`src/rtl/vga_pkg.sv`:
```
// Shared timing constants and types for the 640x480@60 VGA scanout path.
package vga_pkg;

   localparam int H_ACTIVE = 640;
   localparam int H_FP     = 16;
   localparam int H_SYNC   = 96;
   localparam int H_BP     = 48;
   localparam int H_TOTAL  = H_ACTIVE + H_FP + H_SYNC + H_BP;
   localparam int H_SYNC_START = H_ACTIVE + H_FP;
   localparam int H_SYNC_END   = H_SYNC_START + H_SYNC - 1;

   localparam int V_ACTIVE = 480;
   localparam int V_FP     = 10;
   localparam int V_SYNC   = 2;
   localparam int V_BP     = 33;
   localparam int V_TOTAL  = V_ACTIVE + V_FP + V_SYNC + V_BP;
   localparam int V_SYNC_START = V_ACTIVE + V_FP;
   localparam int V_SYNC_END   = V_SYNC_START + V_SYNC - 1;

   localparam int IMG_W = 256;
   localparam int IMG_H = 256;
   localparam int X_OFF = 192;
   localparam int Y_OFF = 112;

   localparam int CNT_W = 10;

   typedef logic [CNT_W-1:0] cnt_t;
   typedef logic [7:0]       pixel_t;
   typedef logic [15:0]      addr_t;

   // Per-pixel control bits that ride the delay line alongside the fetch.
   typedef struct packed {
      logic hsync;
      logic vsync;
      logic blank_n;
      logic in_win;
      logic en_f;
      logic frame_start;
   } ctl_t;

   localparam ctl_t CTL_IDLE = '{hsync: 1'b1, vsync: 1'b1, blank_n: 1'b0,
                                 in_win: 1'b0, en_f: 1'b0, frame_start: 1'b0};

endpackage

```
`src/rtl/vga_timing_gen.sv`:
```
// 800x525 raster counters with raw sync/blank, image-window flag and
// window-relative pixel coordinates.
module vga_timing_gen
   import vga_pkg::*;
(
   input  logic   vga_clk,
   input  logic   reset,
   output cnt_t   h_cnt,
   output cnt_t   v_cnt,
   output logic   hsync_raw,
   output logic   vsync_raw,
   output logic   blank_n_raw,
   output logic   in_win,
   output logic   frame_bound,
   output pixel_t win_x,
   output pixel_t win_y
);

   always_ff @(posedge vga_clk) begin
      if (reset) begin
         h_cnt <= '0;
         v_cnt <= '0;
      end else if (h_cnt == cnt_t'(H_TOTAL - 1)) begin
         h_cnt <= '0;
         v_cnt <= (v_cnt == cnt_t'(V_TOTAL - 1)) ? '0 : v_cnt + 1'b1;
      end else begin
         h_cnt <= h_cnt + 1'b1;
      end
   end

   always_comb begin
      hsync_raw   = !((h_cnt >= cnt_t'(H_SYNC_START)) && (h_cnt <= cnt_t'(H_SYNC_END)));
      vsync_raw   = !((v_cnt >= cnt_t'(V_SYNC_START)) && (v_cnt <= cnt_t'(V_SYNC_END)));
      blank_n_raw = (h_cnt < cnt_t'(H_ACTIVE)) && (v_cnt < cnt_t'(V_ACTIVE));
      in_win      = (h_cnt >= cnt_t'(X_OFF)) && (h_cnt < cnt_t'(X_OFF + IMG_W)) &&
                    (v_cnt >= cnt_t'(Y_OFF)) && (v_cnt < cnt_t'(Y_OFF + IMG_H));
      frame_bound = (h_cnt == '0) && (v_cnt == '0);
      // Window sizes are powers of two, so the low byte of the difference is exact.
      win_x       = h_cnt[7:0] - 8'(X_OFF);
      win_y       = v_cnt[7:0] - 8'(Y_OFF);
   end

endmodule

```
`src/rtl/vga_frame_scanout.sv`:
```
// VGA scanout of a centred 256x256 grayscale window with latency-matched sync.
// Optional macro VGA_SCANOUT_TEST_PATTERN_EN: ramp in the window while disabled.
module vga_frame_scanout
   import vga_pkg::*;
#(
   parameter int RD_LAT = 1
)
(
   input  logic   vga_clk,
   input  logic   reset,
   input  logic   enable,
   output addr_t  pix_addr,
   input  pixel_t pix_data,
   output pixel_t vga_r,
   output pixel_t vga_g,
   output pixel_t vga_b,
   output logic   vga_hsync,
   output logic   vga_vsync,
   output logic   vga_blank_n,
   output logic   vga_sync_n,
   output logic   frame_start
);

   localparam int L = RD_LAT + 2;
   localparam int D = L - 1;

   logic   hsync_raw, vsync_raw, blank_n_raw, in_win, frame_bound;
   pixel_t win_x, win_y;
   cnt_t   h_cnt, v_cnt;

   vga_timing_gen u_timing (
      .vga_clk     (vga_clk),
      .reset       (reset),
      .h_cnt       (h_cnt),
      .v_cnt       (v_cnt),
      .hsync_raw   (hsync_raw),
      .vsync_raw   (vsync_raw),
      .blank_n_raw (blank_n_raw),
      .in_win      (in_win),
      .frame_bound (frame_bound),
      .win_x       (win_x),
      .win_y       (win_y)
   );

   // Synchronizer is left out of reset so a switch held on during reset is
   // already visible at the first frame boundary.
   logic en_meta, en_s, en_f;

   always_ff @(posedge vga_clk) begin
      en_meta <= enable;
      en_s    <= en_meta;
   end

   always_ff @(posedge vga_clk) begin
      if (reset)
         en_f <= 1'b0;
      else if (frame_bound)
         en_f <= en_s;
   end

   // Stage 1: address register
   always_ff @(posedge vga_clk) begin
      if (reset)
         pix_addr <= '0;
      else if (in_win && en_f)
         pix_addr <= {win_y, win_x};
   end

   // Stages 1..L-1: control delay line matching the memory read latency
   ctl_t ctl_now;
   ctl_t ctl_p [D];
   ctl_t ctl_d;

   always_comb begin
      ctl_now = '{hsync: hsync_raw, vsync: vsync_raw, blank_n: blank_n_raw,
                  in_win: in_win, en_f: en_f, frame_start: frame_bound};
      ctl_d   = ctl_p[D-1];
   end

   always_ff @(posedge vga_clk) begin
      if (reset) begin
         for (int i = 0; i < D; i++) ctl_p[i] <= CTL_IDLE;
      end else begin
         ctl_p[0] <= ctl_now;
         for (int i = 1; i < D; i++) ctl_p[i] <= ctl_p[i-1];
      end
   end

`ifdef VGA_SCANOUT_TEST_PATTERN_EN
   pixel_t ramp_p [D];

   always_ff @(posedge vga_clk) begin
      ramp_p[0] <= win_x;
      for (int i = 1; i < D; i++) ramp_p[i] <= ramp_p[i-1];
   end
`endif

   pixel_t gray_nxt, gray_q;

   always_comb begin
      gray_nxt = '0;
      if (ctl_d.blank_n && ctl_d.in_win) begin
         if (ctl_d.en_f)
            gray_nxt = pix_data;
`ifdef VGA_SCANOUT_TEST_PATTERN_EN
         else
            gray_nxt = ramp_p[D-1];
`endif
      end
   end

   // Stage L: output register
   always_ff @(posedge vga_clk) begin
      if (reset) begin
         gray_q      <= '0;
         vga_hsync   <= 1'b1;
         vga_vsync   <= 1'b1;
         vga_blank_n <= 1'b0;
         frame_start <= 1'b0;
      end else begin
         gray_q      <= gray_nxt;
         vga_hsync   <= ctl_d.hsync;
         vga_vsync   <= ctl_d.vsync;
         vga_blank_n <= ctl_d.blank_n;
         frame_start <= ctl_d.frame_start;
      end
   end

   assign vga_r      = gray_q;
   assign vga_g      = gray_q;
   assign vga_b      = gray_q;
   assign vga_sync_n = 1'b0;

endmodule

```
`config.mk`:
```
export PLATFORM = sky130hd
export DESIGN_NAME = vga_frame_scanout
export DESIGN_NICKNAME = d
export VERILOG_FILES = /design/src/rtl/vga_pkg.sv /design/src/rtl/vga_timing_gen.sv /design/src/rtl/vga_frame_scanout.sv
export SDC_FILE = /design/constraint.sdc
export NUM_CORES = 1
export LEC_CHECK = 0
export BUFFER_PORTS_ARGS = -buffer_cell sky130_fd_sc_hd__buf_2
export CAP_MARGIN = 20
export CELL_PAD_IN_SITES_DETAIL_PLACEMENT = 1
export CELL_PAD_IN_SITES_GLOBAL_PLACEMENT = 1
export CORE_MARGIN = 1
export CORE_UTILIZATION = 41
export DETAILED_ROUTE_END_ITERATION = 12
export PLACE_DENSITY = 0.83
export SYNTH_ARGS = -nofsm -noshare
export SYNTH_HDL_FRONTEND = slang
export SYNTH_SLANG_ARGS = --single-unit
```
`constraint.sdc`:
```
create_clock -name vga_clk -period 2.15 [get_ports vga_clk]
set_input_delay 0 -clock vga_clk [delete_from_list [all_inputs] [get_ports vga_clk]]
set_output_delay 0 -clock vga_clk [all_outputs]
set_load 0.02 [all_outputs]
```
-- After elaboration in Yosys (flattened, before gate mapping)
Memory sizes are Yosys's and may differ from the RTL's.
Index checks and enable logic that the tools add are counted.
- $add $sub $neg: 4
- $lt $le $gt $ge: 10
- eq/ne operators: 2
- mux-type cells: 6
- bitwise gates (word level): 4
- reductions and logical operators: 15
- operator list (cell ; count):
    10-bit by 9-bit less-than comparator with 1-bit output (second input constant) ; 3
    10-bit by 1-bit adder with 10-bit output (second input constant) ; 2
    10-bit == test (second input constant) ; 2
    10-bit zero test ; 2
    6-bit 2-to-1 mux ; 2
    10-bit greater-or-equal comparator (second input constant) ; 1
    10-bit by 7-bit greater-or-equal comparator with 1-bit output (second input constant) ; 1
    10-bit by 8-bit greater-or-equal comparator with 1-bit output (second input constant) ; 1
    10-bit by 9-bit greater-or-equal comparator with 1-bit output (second input constant) ; 1
    10-bit less-or-equal comparator (second input constant) ; 1
    10-bit by 9-bit less-or-equal comparator with 1-bit output (second input constant) ; 1
    10-bit less-than comparator (second input constant) ; 1
    10-bit 2-to-1 mux ; 1
    1-bit logical AND ; 9
    8-bit by 7-bit subtractor with 8-bit output (second input constant) ; 1
    8-bit subtractor (second input constant) ; 1
    1-bit 2-to-1 mux ; 3
    3-bit OR reduction ; 1
    1-bit zero test ; 2
    1-bit inverter ; 2
    1-bit bitwise OR ; 2
    2-bit OR reduction ; 1
- bits in registers: 51
- memory bits (writable): 12
- input bits: 11
- output and inout port bits: 45
- logic and storage cells: 53
- memories kept: 1
- memory list (memory ; words ; bits a word ; read ports ; clocked after Yosys merged registers in ; write ports ; RTL line ; source):
    ctl_p ; 2 ; 6 ; 2 ; 0 ; 2 ; vga_frame_scanout.sv:71 ; ctl_t ctl_p [D];

-- Depth between registers and ports, before layout
- depth after elaboration: 5
- depth in mapped cells: 7
- mapped depth without buffers: 6

-- Cells and area by module
A second synthesis with hierarchy kept.
- cell total of the unflattened synthesis: 312
- area, all modules: 3010.4 sq um
- modules (own cells, without submodules) (module ; instances ; cells an instance ; area each (sq um) ; sequential area each (sq um)):
    vga_frame_scanout ; 1 ; 147 ; 1631.6 ; 860.8
    vga_timing_gen ; 1 ; 165 ; 1378.8 ; 400.4

-- Worst setup path before layout
OpenSTA, ideal clock, no wires.
- kind: reg2reg
- start: reg u_timing.h_cnt[0]
- end: reg u_timing.v_cnt[9]
- setup time: 0.130 ns
- data arrival time: 1.595 ns
- data required time: 2.020 ns
- setup slack: 0.425 ns
- stages on the path, launching flop included: 7
- buffers on the path: 1
- clock period less this slack: 1.725 ns
- cells stage by stage: dfxtp_1 > ha_1 > nand4_4 > or2_1 > buf_6 > o41ai_1 > a21oi_1
- longest elaborated chain between the ends: 1
- ends and longest elaborated chain (element ; RTL line ; source):
    start, declared ; vga_timing_gen.sv:8 ; output cnt_t h_cnt,
    start signal, assigned ; vga_timing_gen.sv:27 ; h_cnt <= h_cnt + 1'b1;
    10-bit == test ; vga_timing_gen.sv:23 ; end else if (h_cnt == cnt_t'(H_TOTAL - 1)) begin
    end signal, assigned ; vga_timing_gen.sv:25 ; v_cnt <= (v_cnt == cnt_t'(V_TOTAL - 1)) ? '0 : v_cnt + 1'b1;
    end, declared ; vga_timing_gen.sv:9 ; output cnt_t v_cnt,
Every way passes these cells.
A chain may end at the register's enable or synchronous reset.

-- Final worst setup path
- start: reg u_timing.v_cnt[4]
- end: reg pix_addr[12]
- longest elaborated chain between the ends: 4
- elaborated cells between the ends (all ways): 6
- classes of those cells: add/sub (1); order compare (2); reduce/logical (3)
- ends and longest elaborated chain (element ; RTL line ; source):
    10-bit by 7-bit greater-or-equal comparator with 1-bit output ; vga_timing_gen.sv:36 ; (v_cnt >= cnt_t'(Y_OFF)) && (v_cnt < cnt_t'(Y_OFF + IMG_H));
    1-bit logical AND ; vga_timing_gen.sv:35 ; in_win = (h_cnt >= cnt_t'(X_OFF)) && (h_cnt < cnt_t'(X_OFF + IMG_W)) &&
    1-bit logical AND ; vga_timing_gen.sv:36 ;
    1-bit logical AND ; vga_frame_scanout.sv:65 ; else if (in_win && en_f)
    end signal, assigned ; vga_frame_scanout.sv:66 ; pix_addr <= {win_y, win_x};
    end, declared ; vga_frame_scanout.sv:12 ; output addr_t pix_addr,
Parallel ways exist; a longest one is shown, timed or not.

==> qor.yml <==
status: "finished, violations left"
violations: "DRC"
syn_area_um2: 2790
io_buffers: 54
rsz0062_at_grt: "no"
grtUsageTotal: 0.193
cts_tree: "done"
drc_errors: 11
worstPathMaxFanout: 10
max-vdd-ir-drop_mv: 0.291
setup_violations: 0
synth_nets: 311
fmax_mhz: 505
synth_edf_count: 0
wl_per_cell_um: 15.3
critical_path_class: "flop to flop"
total_power_mw: 2.34
vias_per_cell: 5.19
grt_pass1_vias: 2151
dieArea_um2: 7140
ys_top_cells_by_area: "dfxtp_1 (45%), buf_4 (5.9%), ha_1 (4.9%), xnor2_1 (4.4%), nand2_1 (4.3%)"
cp.arrival_ns: 2.20
finalCritPeriodShare: 0.922
grt_max_degree: 21
synth.most_common_cell: "dfxtp_1"
nets: 359
vias: 2173
h-tree-depth: 3
fillers: 739
crit_path_start_kind: "flop"
fin_crit_ns: 1.98
gr-total-overflow: 0
seq_area_frac_synth: 0.452
first_pass_iters: 8
coreArea_um2: 6460
cts_root_buf: "clkbuf_8"
rows: 29
crit_required_ns: 2.37
pwr_density_cell_nw_per_um2: 712
cts.clk_slew.worst_paths_ns: 0.07
syn_inst: 289
antenna_found_initial: 0
pin_count: 56
start_util: 0.432
antenna_cells: 0
area_delta_synth_final_pct: 17.8
ant_nets: 0
routabilityCongestion: 0.913
cts_buffer_depth: 2
cp-end-kind: "flop"
power_leakage_nw: 1.37
finalHoldViolCount: 0
yosys_warnings: 0
grt_pass1_wl_um: 10500
cts_sinks: 63
avgSynthCellArea_um2: 9.65
cp_cell_sequence: "ha_1 -> a21oi_1 -> xor2_2 -> buf_4 -> o211ai_1 -> o41ai_1"
hpwl_um: 4510
die_width_um: 84.5
maxCapViolCount: 0
synth_common_cells: "dfxtp_1 (63), nand2_1 (32), buf_4 (22), nor2_1 (22), xnor2_1 (14)"
cts_buffers: 9
critPathSlowestCell: "xor2_2"
finalClockSkew_ns: 0.00527
hp-class: "primary input to flop"
async_flop_share: 0
fp.dieH_um: 84.5
synth_top_cell_area_share: 0.452
first_iter_violations: 107
clk_latency_ns: 0.34
slew_viol_final: 0
ys_ff_latch: 63
drive_gt1_frac: 0.266
synth_cell_types: 48
setup_tns_ns: 0
critical-path-max-stage-delay_ns: 0.42
synth_ff_type: "dfxtp_1"
synth_top_area_cell: "dfxtp_1"
routed_wl_um: 6420
## cell usage in the layout (no fill, tap or decap), types with 3 or more instances in the layout
cell and instances:
nor4_1 6, inv_1 11, xnor2_1 14, and2_1 9
buf_2 54, o41ai_1 6, mux2i_1 9, nand2_1 32
a21oi_1 4, ha_1 11, and3_1 3, dfxtp_1 63
buf_4 8, clkbuf_8 12, nand3_1 7, o211ai_1 5
dlygate4sd3_1 9, nor3_1 5, xor2_1 4, or2_2 4
nor2_1 22, nor2b_1 8, nand4_1 3
## power breakdown
part	switching [mW]	internal, mW
clock network	0.436	0.627
logic	0.0455	0.0365
registers	0.0115	1.18
total	0.493	1.85
## layout make-up
| type | count | area [um^2] | area share |
|---|---|---|---|
| flip-flops and latches | 63 | 1260 | 0.384 |
| multi-input cells | 180 | 1250 | 0.381 |
| repair buffers | 71 | 420 | 0.128 |
| clock buffers | 13 | 169 | 0.0514 |
| well taps | 77 | 96.3 | 0.0293 |
| inverters | 12 | 45.0 | 0.0137 |
| clock inverters | 3 | 40.0 | 0.0122 |
## kinds of logic after synthesis
logic type / Yosys count / share of synthesized area
AO/OA/AOI/OAI: 29 / 0.0803
XOR/XNOR: 19 / 0.0624
adder cells (fa/ha/maj): 11 / 0.0493
buffers and inverters: 46 / 0.0987
flip-flops: 63 / 0.452
multiplexers: 10 / 0.0363
other: 1 / 0.00134
AND/OR/NAND/NOR: 110 / 0.219
## repair_timing
action | CTS | global route
hold buffers | 9 | 0
endpoints found under the hold margin | 9 | 0
gates resized for setup | 0 | 0
setup buffers | 0 | 0
## metrics by stage
| stage | instances | hold slack (ns) | instance area, um^2 | setup WS, ns | util |
|---|---|---|---|---|---|
| 2_1_floorplan | 289 | 0.0277 | 2790 | 0.425 | - |
| 3_3_place_gp | 394 | 0.118 | 2990 | 0.313 | 0.462 |
| 3_5_place_dp | 394 | 0.116 | 2990 | 0.231 | 0.462 |
| 4_1_cts | 419 | 0.0433 | 3280 | 0.172 | 0.509 |
| 5_1_grt | 419 | 0.0757 | 3280 | 0.0700 | 0.509 |
| 6_report | 419 | 0.0444 | 3280 | 0.168 | 0.509 |
## worst max-delay path, delay by kind of cell, from the launching register on
kind | cells | cell delay (ns)
xor+xnor | 1 | 0.42
fa+ha+maj | 1 | 0.31
buf+inv | 1 | 0.26
compound gates | 3 | 0.50
flops | 1 | 0.37
## registers in the layout, indices dropped and copies added (netlist names)
register and count:
en_f 1, vga_b 8, vga_blank_n 1, frame_start 1
vga_vsync 1, vga_hsync 1, u_timing.h_cnt 10, u_timing.v_cnt 10
pix_addr 16, en_s 1, en_meta 1, ctl_p 12
## metal layers
metal | up-vias | part of all wire | track usage
met5 | - | 0 | 0
met4 | 0 | 0.026 | 0.120
met3 | 15 | 0.062 | 0.0383
met2 | 81 | 0.47 | 0.326
met1 | 1024 | 0.44 | 0.227
li1 | 1053 | - | -
## path summary, 6_finish.rpt
kind                                                startpoint                        end  slack (ns)  depth (start not counted)
worst max register to register  u_timing.v_cnt[4]$_SDFFE_PP0P_  pix_addr[12]$_SDFFE_PP0P_        0.17                          6
worst max-delay path            u_timing.v_cnt[4]$_SDFFE_PP0P_  pix_addr[12]$_SDFFE_PP0P_        0.17                          6
worst min-delay path                                     reset     ctl_p[0][8]$_SDFF_PP0_        0.04                          2
worst min register to register                 en_meta$_DFF_P_               en_s$_DFF_P_        0.34                          0
No activity file was read; power rests on OpenSTA's default activity.
